$ cat src/rtl/sprite_register_scanner.sv
// ----------------------------------------------------------------------------
// sprite_register_scanner: per-pixel priority scan of a CPU-written sprite bank
// feeding the sprite print stage.  Rev 1.0
// ----------------------------------------------------------------------------
`default_nettype none

module sprite_register_scanner #(
  parameter int NUM_REGS   = 8,
  parameter int ADDR_W     = 3,
  parameter int size_x     = 10,
  parameter int size_y     = 9,
  parameter int ENABLE_BIT = 31
) (
  input  logic              clk,
  input  logic              reset,
  input  logic              wr_en,
  input  logic [ADDR_W-1:0] wr_addr,
  input  logic [31:0]       wr_data,
  input  logic              pixel_tick,
  input  logic              active_area_in,
  input  logic [size_x-1:0] pixel_x_in,
  input  logic [size_y-1:0] pixel_y_in,
  input  logic              printing,
  input  logic              count_finished,
  output logic [31:0]       data_reg,
  output logic              data_valid,
  output logic [ADDR_W-1:0] reg_index,
  output logic              active_area,
  output logic [size_x-1:0] pixel_x,
  output logic [size_y-1:0] pixel_y,
  output logic              scan_done,
  output logic              overrun
);

  typedef enum logic [2:0] {
    S_IDLE       = 3'd0,
    S_PRESENT    = 3'd1,
    S_CHECK      = 3'd2,
    S_WAIT_PRINT = 3'd3,
    S_DONE       = 3'd4
  } state_t;

  localparam logic [ADDR_W-1:0] LAST_IDX = ADDR_W'(NUM_REGS - 1);

  logic [31:0]       bank_q [NUM_REGS];
  state_t            state_q, state_d;
  logic [ADDR_W-1:0] idx_q, idx_d;
  logic [31:0]       data_reg_q, data_reg_d;
  logic [ADDR_W-1:0] reg_index_q, reg_index_d;
  logic              data_valid_q, data_valid_d;
  logic              scan_done_q, scan_done_d;
  logic              overrun_q, overrun_d;
  logic              active_area_q;
  logic [size_x-1:0] pixel_x_q;
  logic [size_y-1:0] pixel_y_q;
  logic              wr_hit;
  logic              new_scan;
  logic [31:0]       entry;

  generate
    if (NUM_REGS < (1 << ADDR_W)) begin : g_partial_decode
      assign wr_hit = wr_en && (32'(wr_addr) < 32'(NUM_REGS));
    end else begin : g_full_decode
      assign wr_hit = wr_en;
    end
  endgenerate

  // Scan reads bank_q before this edge's write lands, so a colliding write is seen next pass.
  always_ff @(posedge clk or negedge reset) begin
    if (!reset) begin
      for (int i = 0; i < NUM_REGS; i++) bank_q[i] <= '0;
    end else if (wr_hit) begin
      bank_q[wr_addr] <= wr_data;
    end
  end

  always_ff @(posedge clk or negedge reset) begin
    if (!reset) begin
      active_area_q <= 1'b0;
      pixel_x_q     <= '0;
      pixel_y_q     <= '0;
    end else if (pixel_tick) begin
      active_area_q <= active_area_in;
      pixel_x_q     <= pixel_x_in;
      pixel_y_q     <= pixel_y_in;
    end
  end

  always_comb begin
    state_d      = state_q;
    idx_d        = idx_q;
    data_reg_d   = data_reg_q;
    reg_index_d  = reg_index_q;
    data_valid_d = data_valid_q;
    overrun_d    = 1'b0;
    entry        = bank_q[idx_q];
    new_scan     = pixel_tick && active_area_in;

    case (state_q)
      S_IDLE: begin
        data_valid_d = 1'b0;
        if (new_scan) begin
          idx_d   = '0;
          state_d = S_PRESENT;
        end
      end
      S_PRESENT, S_CHECK: begin
        if (new_scan) begin
          overrun_d    = 1'b1;
          data_valid_d = 1'b0;
          idx_d        = '0;
          state_d      = S_PRESENT;
        end else if (state_q == S_PRESENT && entry[ENABLE_BIT]) begin
          data_reg_d   = entry;
          reg_index_d  = idx_q;
          data_valid_d = 1'b1;
          state_d      = S_CHECK;
        end else if (state_q == S_CHECK && printing) begin
          state_d = S_WAIT_PRINT;
        end else begin
          data_valid_d = 1'b0;
          if (idx_q == LAST_IDX) begin
            state_d = S_DONE;
          end else begin
            idx_d   = idx_q + 1'b1;
            state_d = S_PRESENT;
          end
        end
      end
      S_WAIT_PRINT: begin
        if (count_finished) begin
          data_valid_d = 1'b0;
          state_d      = S_DONE;
        end
      end
      S_DONE:  state_d = S_IDLE;
      default: state_d = S_IDLE;
    endcase

    scan_done_d = (state_d == S_DONE);
  end

  always_ff @(posedge clk or negedge reset) begin
    if (!reset) begin
      state_q      <= S_IDLE;
      idx_q        <= '0;
      data_reg_q   <= '0;
      reg_index_q  <= '0;
      data_valid_q <= 1'b0;
      scan_done_q  <= 1'b0;
      overrun_q    <= 1'b0;
    end else begin
      state_q      <= state_d;
      idx_q        <= idx_d;
      data_reg_q   <= data_reg_d;
      reg_index_q  <= reg_index_d;
      data_valid_q <= data_valid_d;
      scan_done_q  <= scan_done_d;
      overrun_q    <= overrun_d;
    end
  end

  assign data_reg    = data_reg_q;
  assign data_valid  = data_valid_q;
  assign reg_index   = reg_index_q;
  assign active_area = active_area_q;
  assign pixel_x     = pixel_x_q;
  assign pixel_y     = pixel_y_q;
  assign scan_done   = scan_done_q;
  assign overrun     = overrun_q;

endmodule

`default_nettype wire

$ cat config.mk
export PLATFORM = sky130hd
export DESIGN_NAME = sprite_register_scanner
export DESIGN_NICKNAME = d
export VERILOG_FILES = /design/src/rtl/sprite_register_scanner.sv
export SDC_FILE = /design/constraint.sdc
export NUM_CORES = 1
export LEC_CHECK = 0
export ABC_AREA = 1
export CAP_MARGIN = 20
export CORE_MARGIN = 3
export CORE_UTILIZATION = 62
export DETAILED_ROUTE_END_ITERATION = 16
export GPL_ROUTABILITY_DRIVEN = 0
export PLACE_DENSITY = 0.85
export SETUP_SLACK_MARGIN = 0.2
export SKIP_LAST_GASP = 1
export SLEW_MARGIN = 20
export SYNTH_ARGS = -nofsm -noshare
export SYNTH_HDL_FRONTEND = slang
export SYNTH_SLANG_ARGS = --single-unit
$ cat constraint.sdc
create_clock -name clk -period 3.7 [get_ports clk]
set_input_delay 0.74 -clock clk [delete_from_list [all_inputs] [get_ports clk]]
set_output_delay 0.74 -clock clk [all_outputs]
set_load 0.02 [all_outputs]
Yosys cells after proc, flatten, opt, wreduce, memory -nomap -nowiden
Cells that the tools add are included.

Shift-type cells: 0. Bitwise gates (word level): 3. Divide/modulo/power cells: 0. Equal/unequal tests: 11. Add/subtract/negate cells: 1. Reductions and logical operators: 11. Mux-type cells: 26. $mul: 0. $lt $le $gt $ge: 3.

Operators with widths (number): $bwmux W256 (1); $bmux W32 S3 (1); $demux W32 S3 (1); $mux W32 (3); $mux W3 (11); $ne A3 B3 Y1 const B (3); $pmux W3 S3 (1); $ge A4 B4 Y1 const B (2); $not A3 Y4 (2); $eq A3 B2 Y1 const B (2); $eq A3 B3 Y1 const B (2); $mux W1 (6); $pmux W3 S2 (1); $reduce_and A3 Y1 (2); $reduce_and A5 Y1 (1); $logic_and A1 B1 Y1 (4); $lt A4 B1 Y1 const B (1); $ne A2 B2 Y1 const B (2); $ne A4 B4 Y1 const B (1); $add A3 B1 Y3 const B (1); $eq A3 B1 Y1 const B (1); $logic_not A3 Y1 (1); $pmux W1 S3 (1); $reduce_bool A3 Y1 (1); other kinds (3) (3).

Bits in writable memories: 0. Logic and storage cells: 73. ROM bits: 0. Input port bits: 61. Latch bits: 0. Memories kept: 0. Output and inout bits: 58. Flip-flop bits (word level): 320.

Longest topological paths before layout
Gate-level depths: netlist of run 1.

Word-level depth: 9. Depth in mapped cells: 11. Gate-level depth less buffers: 9.

Worst setup path before layout of run 1
OpenSTA, ideal clock, no wires.

Path type: input-to-reg. From: input wr_en. To: register bank_q[43] (netlist bit). Stages on the path: 6. Data required time: 3568 ps. Path slack: 2036 ps. Buffers on the path: 1. Arrival time: 1532 ps. Setup time: 132 ps. Cell sequence: inv_1 -> nor2_1 -> nand3_1 -> clkbuf_1 -> nand2_1 -> o21ai_0.

RTL lines: from (decl) (line 16) `input logic wr_en,`; to (signal, indexed assignment) (line 73) `bank_q[wr_addr] <= wr_data;`; to (decl) (line 45) `logic [31:0] bank_q [NUM_REGS];`.

Worst setup path after layout of run 1
From: input pixel_tick. To: register reg_index_q[2], in the netlist reg_index[2].

Longest elaborated chain between the ends: 3.

Ends and longest elaborated chain: from (decl) (line 19) `input logic pixel_tick,`; $logic_and A1 B1 Y1 (line 97) `new_scan = pixel_tick && active_area_in;`; $not A1 Y1 (no source line); $reduce_and A3 Y1 (no source line); to (signal assigned) (line 156) `reg_index_q <= reg_index_d;`; to (decl) (line 49) `logic [ADDR_W-1:0] reg_index_q, reg_index_d;`.

Every way passes these cells. A chain may end at the register's enable or synchronous reset.

==> metrics.txt, run 1 <==
Synth cell types 25; hpwl dp 20200 um; crit path capture reg_index[2]; clk_skew 0.00954 ns; post-synth top area cell dfrtp_1; layout cells sized above 1 0.0668; CTS tree done; Max stage delay on crit path 0.48 ns; Worst Path Buf+Inv 3; GRT Overall Usage 0.294; post-route ant nets 0; register area share after synthesis 0.576; final core utilization 0.744; setup tns final 0 ns; CP max-delay cell buf_4; root buf cell clkbuf_16; area grow syn2layout 17.5%; post-synth top area share 0.576; reg-to-reg slack, setup 1.27 ns; Mapped Avg Cell Area 8.78 um^2; DR vias 11600; crit-path leading delay family buffers and inverters; CTS resizes 0; IO Port Bufs 118; post-synth net total 1647; post-CTS setup repair buffer count 0; static leakage 7.60 nW; Core Area 22000 um^2; vias in the first global route 11300; Inserted Clock Buffers 34; Worst-Skew Late Latency 0.50 ns; clock share of power 0.309; Setup crit start kind input pin; Comb pwr share 0.278; Post-synth EDFFs 0; Worst setup EP type flop; unrepaired setup endpoints after global routing no; switching pwr 3.79 mW; average wire per standard cell 17.9 um; measured slew at the worst slew-check pin 0.744 ns; internal power 7.51 mW; cell with the most instances after synthesis nand2_1; most frequent cells after synthesis nand2_1, o21ai_0, dfrtp_1, nor2_1, inv_1; final WL 35000 um; maximum fanout along the worst path 55; top_reg_cell synth dfrtp_1; # hold bufs at CTS 0; period utilisation layout 0.670; final net count 1717; synth warn 0; max-cap viol count 0; clk buf depth 3; Post-Syn Instances 1584; Diodes inserted 0; Slew headroom 0.503; Overflow after GRT 0; largest net degree at the start of global routing 127; setup violators final 0; switching part of the total 0.335; launching point of the worst reg2reg path idx_q[0]; crit path kind input pin to flop; max reg flops 256; I/O pin total 119; initial antenna violation count 0; Starting Density 0.633; DRC Markers 0; Chip Width 156 um; Yosys reg bits 320; Pre-antenna DRT Iters 6; outcome completed; num rows 54; clock sinks 320; mapped cell area 13900 um^2; part of the power in registers 0.413; Area contributors post-synth dfrtp_1, o21ai_0, nand2_1; die height 156 um; crit path DAT 2.91 ns; CP startpoint pixel_tick; first-pass GRT wire length 57500 um; Critical Path RT 4.13 ns; Reg2Reg Capture Point reg_index[2]; fill count 1477; vias per cell 5.93; PwrDens 692 nW/um^2; Tmin final 2.48 ns; clock slew at reported path FFs 0.06 ns; critical-path cell list clkdlybuf4s50_1, buf_4, nand2_1, nand4_4, buf_4, nand2_1, o21ai_1; die area 24300 um^2; final hold viol count 0; Reg2Reg Depth 8; initial DRC count 1331; Critical Path Stages 7; ys async rst share 1.00; Max Clock Freq 403 MHz; Max VDD drop 447 uV; H-tree levels 2; Pins Over Slew Limit 0; Hold WC Path Type input pin to asynchronous set/reset pin
==> cell families (layout without fill, tap and decap cells) <==
group,after synthesis,after routing,share of synthesized area
multiplexers,19,19,0.0154
flip-flops,320,320,0.576
buffers and inverters,202,294,0.0649
AO/OA/AOI/OAI,478,478,0.186
adder cells (fa/ha/maj),2,2,0.00180
AND/OR/NAND/NOR,563,563,0.157
==> through the flow <==
stage | power [mW] | setup WS (ns) | hold slack (ns) | instance area (um^2) | std cells
2_1_floorplan | 6.71 | 2.04 | 0.444 | 13900 | 1584
6_report | 11.3 | 1.22 | 0.231 | 16300 | 1956
4_1_cts | 11.3 | 1.23 | 0.262 | 16300 | 1956
3_3_place_gp | 7.64 | 0.824 | 0.460 | 15200 | 1898
3_5_place_dp | 7.79 | 0.707 | 0.462 | 15200 | 1898
5_1_grt | 11.9 | 0.993 | 0.285 | 16300 | 1956
==> cell usage in the layout (no fill, tap or decap), drive strengths merged <==
master         netlist  routed
nor2               125     125
a21oi                1       1
o211ai              69      69
nand3               17      17
nor3                 2       2
clkinv               0       5
inv                 96      97
buf                 43      23
dfrtp              320     320
ha                   2       2
mux2                19      19
o22ai               12      12
nand4                2       2
clkdlybuf4s50        0     117
bufinv               0       2
clkbuf              63      49
nand2              417     417
clkinvlp             0       1
o21ai              396     396
==> final cells by class <==
type | instances | area, um^2 | area share
Inverter | 96 | 363 | 0.0222
Sequential cell | 320 | 8010 | 0.490
Clock inverter | 9 | 101 | 0.00620
Multi-Input combinational cell | 1062 | 5020 | 0.307
Clock buffer | 49 | 1060 | 0.0649
Tap cell | 280 | 350 | 0.0214
Timing Repair Buffer | 140 | 1440 | 0.0880
==> how the worst min path moves through the flow <==
stage	startpoint	slack, ns	end	depth (start not counted)
after floorplan	reset	0.44	active_area	0
after global placement	bank_q[248]	0.46	bank_q[248]	2
after detailed placement	data_reg[31]	0.46	data_reg[31]	2
after CTS	reset	0.26	data_valid	1
after global routing	reset	0.29	data_reg[24]	1
final	reset	0.23	data_reg[24]	1
==> worst register-to-register path: stages, from the launching register on <==
cell and delay [ns]:
dfrtp_4 0.65, inv_4 0.40, nand2_1 0.09, nand3_1 0.10
nand3_2 0.12, nand4_4 0.27, buf_4 0.48, nand2_1 0.13
o21ai_1 0.10
==> power by group through the flow <==
| stage | registers [mW] | logic [mW] | clock network, mW |
|---|---|---|---|
| 2_1_floorplan | 4.79 | 1.92 | 0 |
| 3_3_place_gp | 4.68 | 2.96 | 0 |
| 3_5_place_dp | 4.71 | 3.08 | 0 |
| 4_1_cts | 4.66 | 3.13 | 3.51 |
| 5_1_grt | 4.75 | 3.51 | 3.67 |
| 6_report | 4.67 | 3.15 | 3.49 |
==> metal layers <==
layer  track usage  up-vias  part of all wire
met2         0.454      574              0.46
li1              -     5359                 -
met3        0.0682       73              0.10
met4        0.0870        0             0.021
met5             0        -                 0
met1         0.423     5594              0.42
Note: power is estimated with default switching activity, not from simulation.
==> run 2, diff against run 1 <==
--- a/config.mk
+++ b/config.mk
@@ -8,10 +8,10 @@
 export ABC_AREA = 1
 export CAP_MARGIN = 20
 export CORE_MARGIN = 3
-export CORE_UTILIZATION = 62
+export CORE_UTILIZATION = 52
 export DETAILED_ROUTE_END_ITERATION = 16
 export GPL_ROUTABILITY_DRIVEN = 0
-export PLACE_DENSITY = 0.85
+export PLACE_DENSITY = 0.76
 export SETUP_SLACK_MARGIN = 0.2
 export SKIP_LAST_GASP = 1
 export SLEW_MARGIN = 20
==> constraint.sdc (replaced) <==
create_clock -name clk -period 2 [get_ports clk]
set_input_delay 0.4 -clock clk [delete_from_list [all_inputs] [get_ports clk]]
set_output_delay 0.4 -clock clk [all_outputs]
set_load 0.02 [all_outputs]
==> metrics.txt, run 2 (synthesized netlist as in run 1, its figures left out) <==
GRT Overall Usage 0.244; final hold viol count 0; fill count 2139; num rows 59; Tmin final 1.70 ns; area grow syn2layout 20.2%; final net count 1738; Diodes inserted 0; initial DRC count 909; WHS 0.393 ns; clock slew at reported path FFs 0.06 ns; die area 28700 um^2; final WL 34500 um; largest net degree at the start of global routing 67; Slew headroom 0.722; Hold WC Path Type input pin to asynchronous set/reset pin; max-cap viol count 0; sequential cell area 8010 um^2; H-tree levels 2; Max Clock Freq 588 MHz; Pins Over Slew Limit 0; post-route ant nets 0; first-pass GRT wire length 57500 um; setup violators final 0; Setup crit start kind flop; clock sinks 320; average wire per standard cell 16.9 um; Final WS setup 0.300 ns; crit path kind flop to flop; PwrDens 1250 nW/um^2; root buf cell clkbuf_16; pre-CTS setup slack 0.0842 ns; vias per cell 5.59; Overflow after GRT 0; reg-to-reg slack, setup 0.30 ns; layout cells sized above 1 0.0754; commonest non-fill, non-tap cell in the layout nand2_1; period utilisation layout 0.850; outcome completed; crit path DAT 2.08 ns; Core Area 26200 um^2; CTS tree done; clk buf depth 3; I/O pin total 119; Critical Path RT 2.38 ns; max reg flops 256; Worst setup EP type flop; Multi-input gate area 5020 um^2; unrepaired setup endpoints after global routing no; Worst-Skew Late Latency 0.52 ns; vias in the first global route 11200; setup tns final 0 ns; static leakage 7.93 nW; initial antenna violation count 0; hpwl dp 20400 um; Chip Width 170 um; die height 170 um; Pre-antenna DRT Iters 7; measured slew at the worst slew-check pin 0.417 ns; DRC Markers 0; IO Port Bufs 118; post-route insts no fill 2033; placed cell count 1970; Inserted Clock Buffers 35; commonest non-fill, non-tap cells in the layout nand2_1, o21ai_0, dfrtp_1; Max VDD drop 617 uV; clk_skew 0.0259 ns; maximum fanout along the worst path 24; DR vias 11400; Starting Density 0.531
==> run 2: path summary, 6_finish.rpt <==
kind | startpoint | endpoint | depth (start not counted)
max in group asynchronous | reset | bank_q[77] | 3
setup / recovery | idx_q[0] | state_q[0] | 8
min in group clk | wr_data[21] | bank_q[21] | 3
hold reg to reg | bank_q[81] | bank_q[81] | 2
hold / removal | reset | pixel_y[3] | 2
setup reg to reg | idx_q[0] | state_q[0] | 8
==> run 2: critical path, cell delays in order, from the launching register on <==
cell and delay, ns:
dfrtp_4 0.54, buf_4 0.21, nand2_1 0.08, nand3_1 0.09, nand3_2 0.12, nand4_4 0.16, buf_6 0.22, nand3_1 0.10
nand2_1 0.06
==> run 2: what timing repair did <==
action / in CTS / in global routing
endpoints found under the hold margin: 36 / 0
gates resized for setup: 61 / 4
endpoints found under the setup margin: 82 / 39
buffers inserted: 0 / 1
hold buffers: 1 / 0
gates cloned: 1 / 0
==> run 2: cell type report <==
class / count / share of cell area
Sequential cell: 320 / 0.480
Multi-Input combinational cell: 1062 / 0.300
Timing Repair Buffer: 160 / 0.104
Clock buffer: 48 / 0.0584
Tap cell: 335 / 0.0251
Inverter: 96 / 0.0220
Clock inverter: 12 / 0.0105
==> run 2: routing by layer <==
metal | global-route usage | wire length, um
met3 | 0.0347 | 1900
met5 | 0 | 0
met1 | 0.346 | 15100
met2 | 0.398 | 16800
met4 | 0.0679 | 605
==> run 2: report_power, final <==
group	switching, mW	leakage [nW]	internal [mW]	total [mW]
clock network	2.54	0.567	3.94	6.48
registers	0.709	4.01	7.84	8.55
logic	3.69	3.35	2.19	5.87
total	6.94	7.93	14.0	20.9
==> run 2: per-stage QoR <==
step           cell area (um^2)  total power, mW  utilization
3_3_place_gp              15600             14.3        0.594
4_1_cts                   16700             21.0        0.637
6_report                  16700             20.9        0.638
2_1_floorplan             13900             12.4            -
3_5_place_dp              15600             14.6        0.594
5_1_grt                   16700             22.2        0.638
